<file path="src/rtl/keypad_scan_encoder.sv">
// rtl/keypad_scan_encoder.sv - 4x4 keypad column scanner with per-scan debounce and key encoding
module keypad_scan_encoder #(
    parameter int SCAN_DIV       = 1000,
    parameter int DEBOUNCE_SCANS = 4
) (
    input  logic       clk,
    input  logic       reset,
    input  logic [3:0] row,
    output logic [3:0] shift_col,
    output logic [3:0] key_value,
    output logic       key_valid,
    output logic       key_held
);

    localparam int DW = $clog2(SCAN_DIV);
    localparam int CW = $clog2(DEBOUNCE_SCANS + 1);
    localparam logic [DW-1:0] DWELL_LAST = DW'(SCAN_DIV - 1);
    localparam logic [CW-1:0] CNT_DONE   = CW'(DEBOUNCE_SCANS);
    localparam logic [CW-1:0] CNT_ONE    = CW'(1);

    typedef enum logic [1:0] {IDLE, DEBOUNCE, PRESSED, RELEASE} state_t;

    logic [3:0]    row_s1, row_s2;
    logic [DW-1:0] dwell;
    logic [1:0]    col;
    logic          sample, scan_done;

    logic [3:0] hits;
    logic [2:0] hit_cnt;
    logic [1:0] hit_row;
    logic [1:0] col_cnt;
    logic [1:0] acc_cnt, tot_cnt;
    logic [3:0] acc_code, tot_code;
    logic [2:0] sum_cnt;

    state_t        state, state_n;
    logic [3:0]    cand, cand_n;
    logic [CW-1:0] cnt, cnt_n, rel, rel_n;
    logic [3:0]    value_n;
    logic          valid_n, held_n, accept;

    function automatic logic [3:0] key_map(input logic [1:0] r, input logic [1:0] c);
        case ({r, c})
            4'h0: key_map = 4'h1;  4'h1: key_map = 4'h2;  4'h2: key_map = 4'h3;  4'h3: key_map = 4'hA;
            4'h4: key_map = 4'h4;  4'h5: key_map = 4'h5;  4'h6: key_map = 4'h6;  4'h7: key_map = 4'hB;
            4'h8: key_map = 4'h7;  4'h9: key_map = 4'h8;  4'hA: key_map = 4'h9;  4'hB: key_map = 4'hC;
            4'hC: key_map = 4'hE;  4'hD: key_map = 4'h0;  4'hE: key_map = 4'hF;  default: key_map = 4'hD;
        endcase
    endfunction

    assign sample    = (dwell == DWELL_LAST);
    assign scan_done = sample && (col == 2'd3);
    assign shift_col = ~(4'b0001 << col);
    assign hits      = ~row_s2;

    always_ff @(posedge clk) begin
        if (reset) begin
            row_s1 <= 4'hF;
            row_s2 <= 4'hF;
            dwell  <= '0;
            col    <= 2'd0;
        end else begin
            row_s1 <= row;
            row_s2 <= row_s1;
            if (sample) begin
                dwell <= '0;
                col   <= col + 2'd1;
            end else begin
                dwell <= dwell + DW'(1);
            end
        end
    end

    // Per-scan tally saturates at 2: anything beyond one active contact is MULTI.
    always_comb begin
        hit_cnt = 3'(hits[0]) + 3'(hits[1]) + 3'(hits[2]) + 3'(hits[3]);
        hit_row = 2'd0;
        for (int i = 3; i >= 0; i--) begin
            if (hits[i]) hit_row = 2'(i);
        end
        col_cnt  = (hit_cnt >= 3'd2) ? 2'd2 : hit_cnt[1:0];
        sum_cnt  = {1'b0, acc_cnt} + {1'b0, col_cnt};
        tot_cnt  = (sum_cnt >= 3'd2) ? 2'd2 : sum_cnt[1:0];
        tot_code = (col_cnt == 2'd1) ? key_map(hit_row, col) : acc_code;
    end

    always_ff @(posedge clk) begin
        if (reset) begin
            acc_cnt  <= 2'd0;
            acc_code <= 4'h0;
        end else if (scan_done) begin
            acc_cnt  <= 2'd0;
            acc_code <= 4'h0;
        end else if (sample) begin
            acc_cnt  <= tot_cnt;
            acc_code <= tot_code;
        end
    end

    always_ff @(posedge clk) begin
        if (reset) begin
            state     <= IDLE;
            cand      <= 4'h0;
            cnt       <= '0;
            rel       <= '0;
            key_value <= 4'h0;
            key_valid <= 1'b0;
            key_held  <= 1'b0;
        end else begin
            state     <= state_n;
            cand      <= cand_n;
            cnt       <= cnt_n;
            rel       <= rel_n;
            key_value <= value_n;
            key_valid <= valid_n;
            key_held  <= held_n;
        end
    end

    always_comb begin
        state_n = state;
        cand_n  = cand;
        cnt_n   = cnt;
        rel_n   = rel;
        value_n = key_value;
        valid_n = 1'b0;
        held_n  = key_held;
        accept  = 1'b0;
        if (scan_done) begin
            case (state)
                IDLE: begin
                    if (tot_cnt == 2'd1) begin
                        cand_n = tot_code;
                        if (DEBOUNCE_SCANS == 1) begin
                            accept = 1'b1;
                        end else begin
                            state_n = DEBOUNCE;
                            cnt_n   = CNT_ONE;
                        end
                    end
                end
                DEBOUNCE: begin
                    if (tot_cnt == 2'd1 && tot_code == cand) begin
                        if (cnt + CNT_ONE == CNT_DONE) accept = 1'b1;
                        else cnt_n = cnt + CNT_ONE;
                    end else if (tot_cnt == 2'd1) begin
                        cand_n = tot_code;
                        cnt_n  = CNT_ONE;
                    end else begin
                        state_n = IDLE;
                        cnt_n   = '0;
                    end
                end
                PRESSED: begin
                    if (tot_cnt == 2'd0) begin
                        if (DEBOUNCE_SCANS == 1) begin
                            state_n = IDLE;
                            held_n  = 1'b0;
                        end else begin
                            state_n = RELEASE;
                            rel_n   = CNT_ONE;
                        end
                    end
                end
                default: begin
                    if (tot_cnt != 2'd0) begin
                        state_n = PRESSED;
                        rel_n   = '0;
                    end else if (rel + CNT_ONE == CNT_DONE) begin
                        state_n = IDLE;
                        held_n  = 1'b0;
                        rel_n   = '0;
                    end else begin
                        rel_n = rel + CNT_ONE;
                    end
                end
            endcase
            if (accept) begin
                state_n = PRESSED;
                cnt_n   = '0;
                value_n = tot_code;
                valid_n = 1'b1;
                held_n  = 1'b1;
            end
        end
    end

endmodule

</file>
<file path="config.mk">
export PLATFORM = sky130hd
export DESIGN_NAME = keypad_scan_encoder
export DESIGN_NICKNAME = d
export VERILOG_FILES = /design/src/rtl/keypad_scan_encoder.sv
export SDC_FILE = /design/constraint.sdc
export NUM_CORES = 1
export LEC_CHECK = 0
export CAP_MARGIN = 20
export CORE_UTILIZATION = 43
export DETAILED_ROUTE_END_ITERATION = 10
export GPL_TIMING_DRIVEN = 0
export PLACE_DENSITY_LB_ADDON = 0.08
export SLEW_MARGIN = 20
export SYNTH_ARGS = -nofsm -noshare
export SYNTH_HDL_FRONTEND = slang
export SYNTH_SLANG_ARGS = --single-unit
</file>
<file path="constraint.sdc">
create_clock -name clk -period 6.35 [get_ports clk]
set_clock_uncertainty 0.15 [all_clocks]
set_input_delay 0.9525 -clock clk [delete_from_list [all_inputs] [get_ports clk]]
set_output_delay 0.9525 -clock clk [all_outputs]
set_load 0.02 [all_outputs]
</file>
==> flow_summary.yaml, run 1 <==
timing:
  slew_viol_final: 0
  finalCritPeriodShare: 0.5734
  slew_headroom: 0.5510
  setup_ws_ns: 2.709
  timing_worst_slew_pin_value_ns: 0.6703
  finalSetupViolCount: 0
  rsz0062_at_grt: "false"
  hold_viol: 0
  setup_tns_ns: 0
  period_minus_slack_ns: 3.641
  fmax_ghz: 0.2746
routing:
  drt_first_pass_iters: 4
  routed_via_density: 5.320
  vias: 1931
  drt_iter0_markers: 150
  totalWireLength_mm: 4.919
  ant_nets: 0
  routedWlPerCell_microns: 13.55
  route.detailed.drc: 0
yosys:
  yosys.area.top_type: "dfxtp_1"
  ys_seq_area_frac: 0.3703
  synthesis.nets: 292
  synth_enable_flop_cells: 0
  ys.flop_type: "dfxtp_1"
  syn_area_sq_um: 2379
  synth.distinct_cells: 58
  yosysTopAreaCellShare: 0.3703
  synth_area_leaders: "dfxtp_1, ha_1, nor2_1, nand2_1, a21oi_1"
  syn-mean-instance-area_sq_um: 8.809
  ys_ff_latch: 44
  yosys-top-cells-count: "dfxtp_1, nor2_1, nand2_1"
  synth_most_common_cell: "dfxtp_1"
  synthArstFlopShare: 0
  synthCells: 270
  yosys_warnings: 0
die:
  start_util: 0.4570
  die-area_sq_um: 5833
  std_cell_rows: 26
  core-area_sq_um: 5205
  die_h_microns: 76.38
  ios: 16
  die_x_microns: 76.38
grt:
  grt_pass1_vias: 1861
  grt_overflow: 0
  grt_pass1_wl_mm: 8.700
  grt_max_degree: 13
  antenna_found_initial: 0
  grtUsageTotal: 0.1854
cts:
  holdBufCountCts: 0
  cts.clk_slew.worst_paths_ns: 0.08
  insertion_delay_ns: 0.29
  tritoncts: "built"
  cts.htree.levels: 2
  clockBufferDepth: 2
  clkSinkCount: 44
  cts_made_buffers: 5
  clockRootBuffer: "clkbuf_8"
  ctsResizeCount: 0
  postCtsSetupRepairBufs: 0
layout:
  drive_gt1_frac: 0.1024
  area_growth_pct: 13.78
  diodes: 0
  fin_nets: 314
  fillers: 514
power:
  vdd_drop_max_v: 0.0001262
  power.leakage_nw: 1.048
  power_density_nw_per_um2: 191.7
placement:
  place.detailed.hpwl_mm: 3.553
  dp_slack_ns: 2.690
  port_buffers: 15
  place_congestion: 0.7937
critical_path:
  startpoint_type: "flop"
  crit_type: "flop to flop"
  end_kind: "flop"
  critPathArrivalTime_ns: 3.67
  critPathMaxFanout: 8
  cp.required_ns: 6.38
worst_hold_path:
  hp-class: "flop to flop"
run:
  cap_viol_max_count: 0
outcome:
  status: "finished, final reports clean"
final cells by class:
| type | count | area (sq um) | share of cell area |
|---|---|---|---|
| Tap cell | 70 | 87.58 | 0.03236 |
| Inverter | 15 | 56.30 | 0.02080 |
| Sequential cell | 44 | 880.8 | 0.3255 |
| Clock buffer | 8 | 90.09 | 0.03329 |
| Multi-Input combinational cell | 202 | 1398 | 0.5164 |
| Timing Repair Buffer | 15 | 150.1 | 0.05548 |
| Buffer | 9 | 43.79 | 0.01618 |
stage by stage:
step	util	instances	instance area (sq um)	hold slack (ns)	total power [W]
after global routing	0.5200	363	2706	0.2863	0.0005489
after floorplan	-	270	2379	0.2395	0.0003312
final	0.5200	363	2706	0.2587	0.0005187
after global placement	0.5026	355	2616	0.2462	0.0003467
after CTS	0.5200	363	2706	0.2612	0.0005262
after detailed placement	0.5026	355	2616	0.2428	0.0003468
cell families (layout without fill, tap and decap cells):
group,Yosys count,in the layout,share of synthesized area
simple gates,120,120,0.2883
flops,44,44,0.3703
xor+xnor,10,10,0.03998
compound gates,49,49,0.1373
fa+ha+maj,16,16,0.09048
mux,7,7,0.03156
buf+inv,24,47,0.04208
worst max-delay path: stages (launching register included):
cell and delay [ns]:
dfxtp_1 0.39, fa_1 0.52, inv_1 0.04, ha_1 0.16, inv_1 0.05, ha_1 0.17
and2_1 0.14, ha_1 0.13, inv_1 0.04, fa_1 0.52, nand3_1 0.20, nor3_4 0.26
and2_4 0.20, nand4_4 0.19, mux2_4 0.36
where the power goes:
group	internal [W]	switching, W
combinational	0.0000221	0.0000355
clock	0.0000888	0.0000892
sequential	0.000280	0.00000352
flip-flops by register name, indices dropped and copies added (netlist names), 2 cells and up:
register / flops
acc_code: 4
key_value: 4
row_s1: 4
col: 2
dwell: 10
cand: 4
state: 2
rel: 3
cnt: 3
row_s2: 4
acc_cnt: 2
layer usage:
metal / vias up / routed length [microns] / global-route usage
li1: 1002 / - / -
met1: 892 / 2515 / 0.2632
met2: 31 / 2156 / 0.2820
met3: 6 / 194 / 0.03593
met4: 0 / 53 / 0.05769
met5: - / 0 / 0
cells in the final DEF, fill, tap and decap left out, types with 2 or more instances in the layout:
| master | n |
|---|---|
| a21oi_1 | 13 |
| clkbuf_8 | 6 |
| xnor2_1 | 2 |
| ha_1 | 14 |
| nor4_1 | 2 |
| xor2_1 | 7 |
| o211ai_1 | 2 |
| or3_2 | 2 |
| nor3b_1 | 3 |
| nand3_1 | 9 |
| and3_1 | 3 |
| nor4b_1 | 3 |
| clkdlybuf4s50_1 | 15 |
| inv_1 | 15 |
| nand2b_1 | 6 |
| and4_1 | 2 |
| nand4_1 | 2 |
| a32o_1 | 2 |
| mux2i_1 | 6 |
| a22oi_1 | 4 |
| nor2b_1 | 4 |
| and2_1 | 3 |
| nor3_1 | 5 |
| a211oi_1 | 2 |
| nand4b_1 | 2 |
| dfxtp_1 | 44 |
| and3b_1 | 3 |
| nor2_1 | 29 |
| or3_1 | 2 |
| o21ai_0 | 9 |
| fa_1 | 2 |
| nand2_1 | 22 |
| a31oi_1 | 5 |
| nand3b_1 | 2 |
| clkbuf_1 | 8 |
| or2_2 | 8 |
| o31ai_1 | 2 |
path summary, 6_finish.rpt:
| path | depth (start not counted) | endpoint | slack (ns) | startpoint |
|---|---|---|---|---|
| worst max-delay path | 14 | key_value[0]$_SDFFE_PP0P_ | 2.71 | row_s2[1]$_SDFF_PP1_ |
| worst min-delay path | 1 | row_s2[1]$_SDFF_PP1_ | 0.26 | row_s1[1]$_SDFF_PP1_ |
| worst max register to register | 14 | key_value[0]$_SDFFE_PP0P_ | 2.71 | row_s2[1]$_SDFF_PP1_ |
| worst min register to register | 1 | row_s2[1]$_SDFF_PP1_ | 0.26 | row_s1[1]$_SDFF_PP1_ |
Power figures use the tool's default switching activity.
==> run 2, diff against run 1 <==
clock period = 3.73 ns   (was 6.35 ns; I/O delays follow)
==> run 2 against run 1 <==
  * Wire length grew 0.45%
  * Largest cell class unchanged
  * Worst setup slack worse by 2.5 ns
  * Cell count up 0.28%
  * Combinational power rose by 77%
  * Non-clock buffer count rose by 1
  * Clock power is 70% higher
  * Sequential power rose by 70%
  * Critical path depth is the same
  * Register-to-register slack lost 2.5 ns
  * Power increased by 71%
  * Flip-flop and latch count is the same
  * Via count about the same
  * Largest power group unchanged
==> flow_summary.yaml, run 2 (synthesized netlist as in run 1, its figures left out) <==
placement:
  port_buffers: 15
  place.detailed.hpwl_mm: 3.553
  dp_cells: 355
  place_congestion: 0.7937
layout:
  layout_common_cells: "dfxtp_1, nor2_1, nand2_1"
  fin_nets: 315
  regArea_sq_um: 882.1
  final_common_cell: "dfxtp_1"
  diodes: 0
  layoutNonFillerInstCount: 364
  area_growth_pct: 15.04
  drive_gt1_frac: 0.1190
  fillers: 505
  largest_register: "dwell"
  largest_register_ffs: 10
  multi_input_area_sq_um: 1419
timing:
  period_minus_slack_ns: 3.547
  timing_worst_slew_pin_value_ns: 0.5760
  setup_tns_ns: 0
  fmax_ghz: 0.2819
  whs_ns: 0.2596
  hold_viol: 0
  slew_viol_final: 0
  slew_headroom: 0.6160
  finalSetupViolCount: 0
  finalCritPeriodShare: 0.9510
critical_path:
  cp.required_ns: 3.76
  end_kind: "flop"
  crit_type: "flop to flop"
  startpoint_type: "flop"
  r2r_cells: 14
  critPathArrivalTime_ns: 3.58
  critPathMaxFanout: 6
power:
  p_int_w: 0.0006670
  power_density_nw_per_um2: 324.0
  switching_share: 0.2477
  pwr-share-seq: 0.544
  vdd_drop_max_v: 0.0002151
  power_frac_clock: 0.341
  pwr-share-comb: 0.116
  p_sw_w: 0.0002196
  power.leakage_nw: 1.056
cts:
  tritoncts: "built"
  insertion_delay_ns: 0.29
  clockRootBuffer: "clkbuf_8"
  cts.clk_slew.worst_paths_ns: 0.08
  holdBufCountCts: 0
  clkSinkCount: 44
  cts_made_buffers: 5
  cts.htree.levels: 2
  clockBufferDepth: 2
die:
  start_util: 0.4570
  ios: 16
  core-area_sq_um: 5205
  die_h_microns: 76.38
  die-area_sq_um: 5833
  die_x_microns: 76.38
  std_cell_rows: 26
routing:
  routed_via_density: 5.308
  drt_first_pass_iters: 4
  drt_iter0_markers: 119
  routedWlPerCell_microns: 13.57
  ant_nets: 0
  totalWireLength_mm: 4.941
  vias: 1932
  route.detailed.drc: 0
grt:
  grt_pass1_wl_mm: 8.700
  grt_max_degree: 13
  antenna_found_initial: 0
  grtUsageTotal: 0.1854
  grt_pass1_vias: 1861
  grt_overflow: 0
run:
  cap_viol_max_count: 0
outcome:
  status: "finished, final reports clean"
worst_hold_path:
  whs_path_depth: 1
  hp-class: "flop to flop"
-- run 2: changes by cell type in the layout (fill, tap and decap cells not counted), sizes merged --
cell	previous run	this run
buf	2	3
-- run 2: timing repair --
item | in CTS | in global routing
gates resized for setup | 0 | 5
setup endpoints to repair | 0 | 6
buffers inserted | 0 | 1
-- run 2: power by group through the flow --
| stage | clock (W) | sequential, W | combinational (W) |
|---|---|---|---|
| 2_1_floorplan | 0 | 0.000491 | 0.0000725 |
| 3_3_place_gp | 0 | 0.000493 | 0.0000971 |
| 3_5_place_dp | 0 | 0.000493 | 0.0000973 |
| 4_1_cts | 0.000316 | 0.000482 | 0.0000982 |
| 5_1_grt | 0.000339 | 0.000484 | 0.000117 |
| 6_report | 0.000302 | 0.000482 | 0.000102 |
-- run 2: layout make-up --
cell class | count | share of cell area
well taps | 70 | 0.03201
inverters | 15 | 0.02058
clock buffers | 8 | 0.03292
plain buffers | 9 | 0.01600
repair buffers | 16 | 0.05761
flip-flops and latches | 44 | 0.3224
multi-input cells | 202 | 0.5185
-- run 2: stage by stage --
step | util | worst slack, ns | cell area, sq um | total power (W)
2_1_floorplan | - | 0.4062 | 2379 | 0.0005639
3_3_place_gp | 0.5026 | 0.07792 | 2616 | 0.0005903
3_5_place_dp | 0.5026 | 0.06957 | 2616 | 0.0005904
4_1_cts | 0.5200 | 0.04590 | 2706 | 0.0008958
5_1_grt | 0.5257 | -0.02251 | 2736 | 0.0009391
6_report | 0.5257 | 0.1827 | 2736 | 0.0008866
-- run 2: path summary, 6_finish.rpt --
path / from / end / slack, ns
max: row_s2[0]$_SDFF_PP1_ / key_value[0]$_SDFFE_PP0P_ / 0.18
min: row_s1[1]$_SDFF_PP1_ / row_s2[1]$_SDFF_PP1_ / 0.26
max reg2reg: row_s2[0]$_SDFF_PP1_ / key_value[0]$_SDFFE_PP0P_ / 0.18
min reg2reg: row_s1[1]$_SDFF_PP1_ / row_s2[1]$_SDFF_PP1_ / 0.26
-- run 2: routing by layer --
metal | track usage | wire (microns)
met2 | 0.2820 | 2176
met1 | 0.2632 | 2508
met5 | 0 | 0
met3 | 0.03593 | 204
met4 | 0.05769 | 53
-- run 2: critical path, stage by stage (launching register included) --
cell and delay [ns]:
dfxtp_1 0.34, fa_1 0.53, inv_1 0.04, ha_1 0.16
inv_1 0.05, ha_1 0.17, and2_1 0.14, ha_1 0.13
inv_1 0.04, fa_1 0.57, nand3_4 0.13, nor3_4 0.24
and2_4 0.19, nand4_4 0.19, mux2_4 0.36
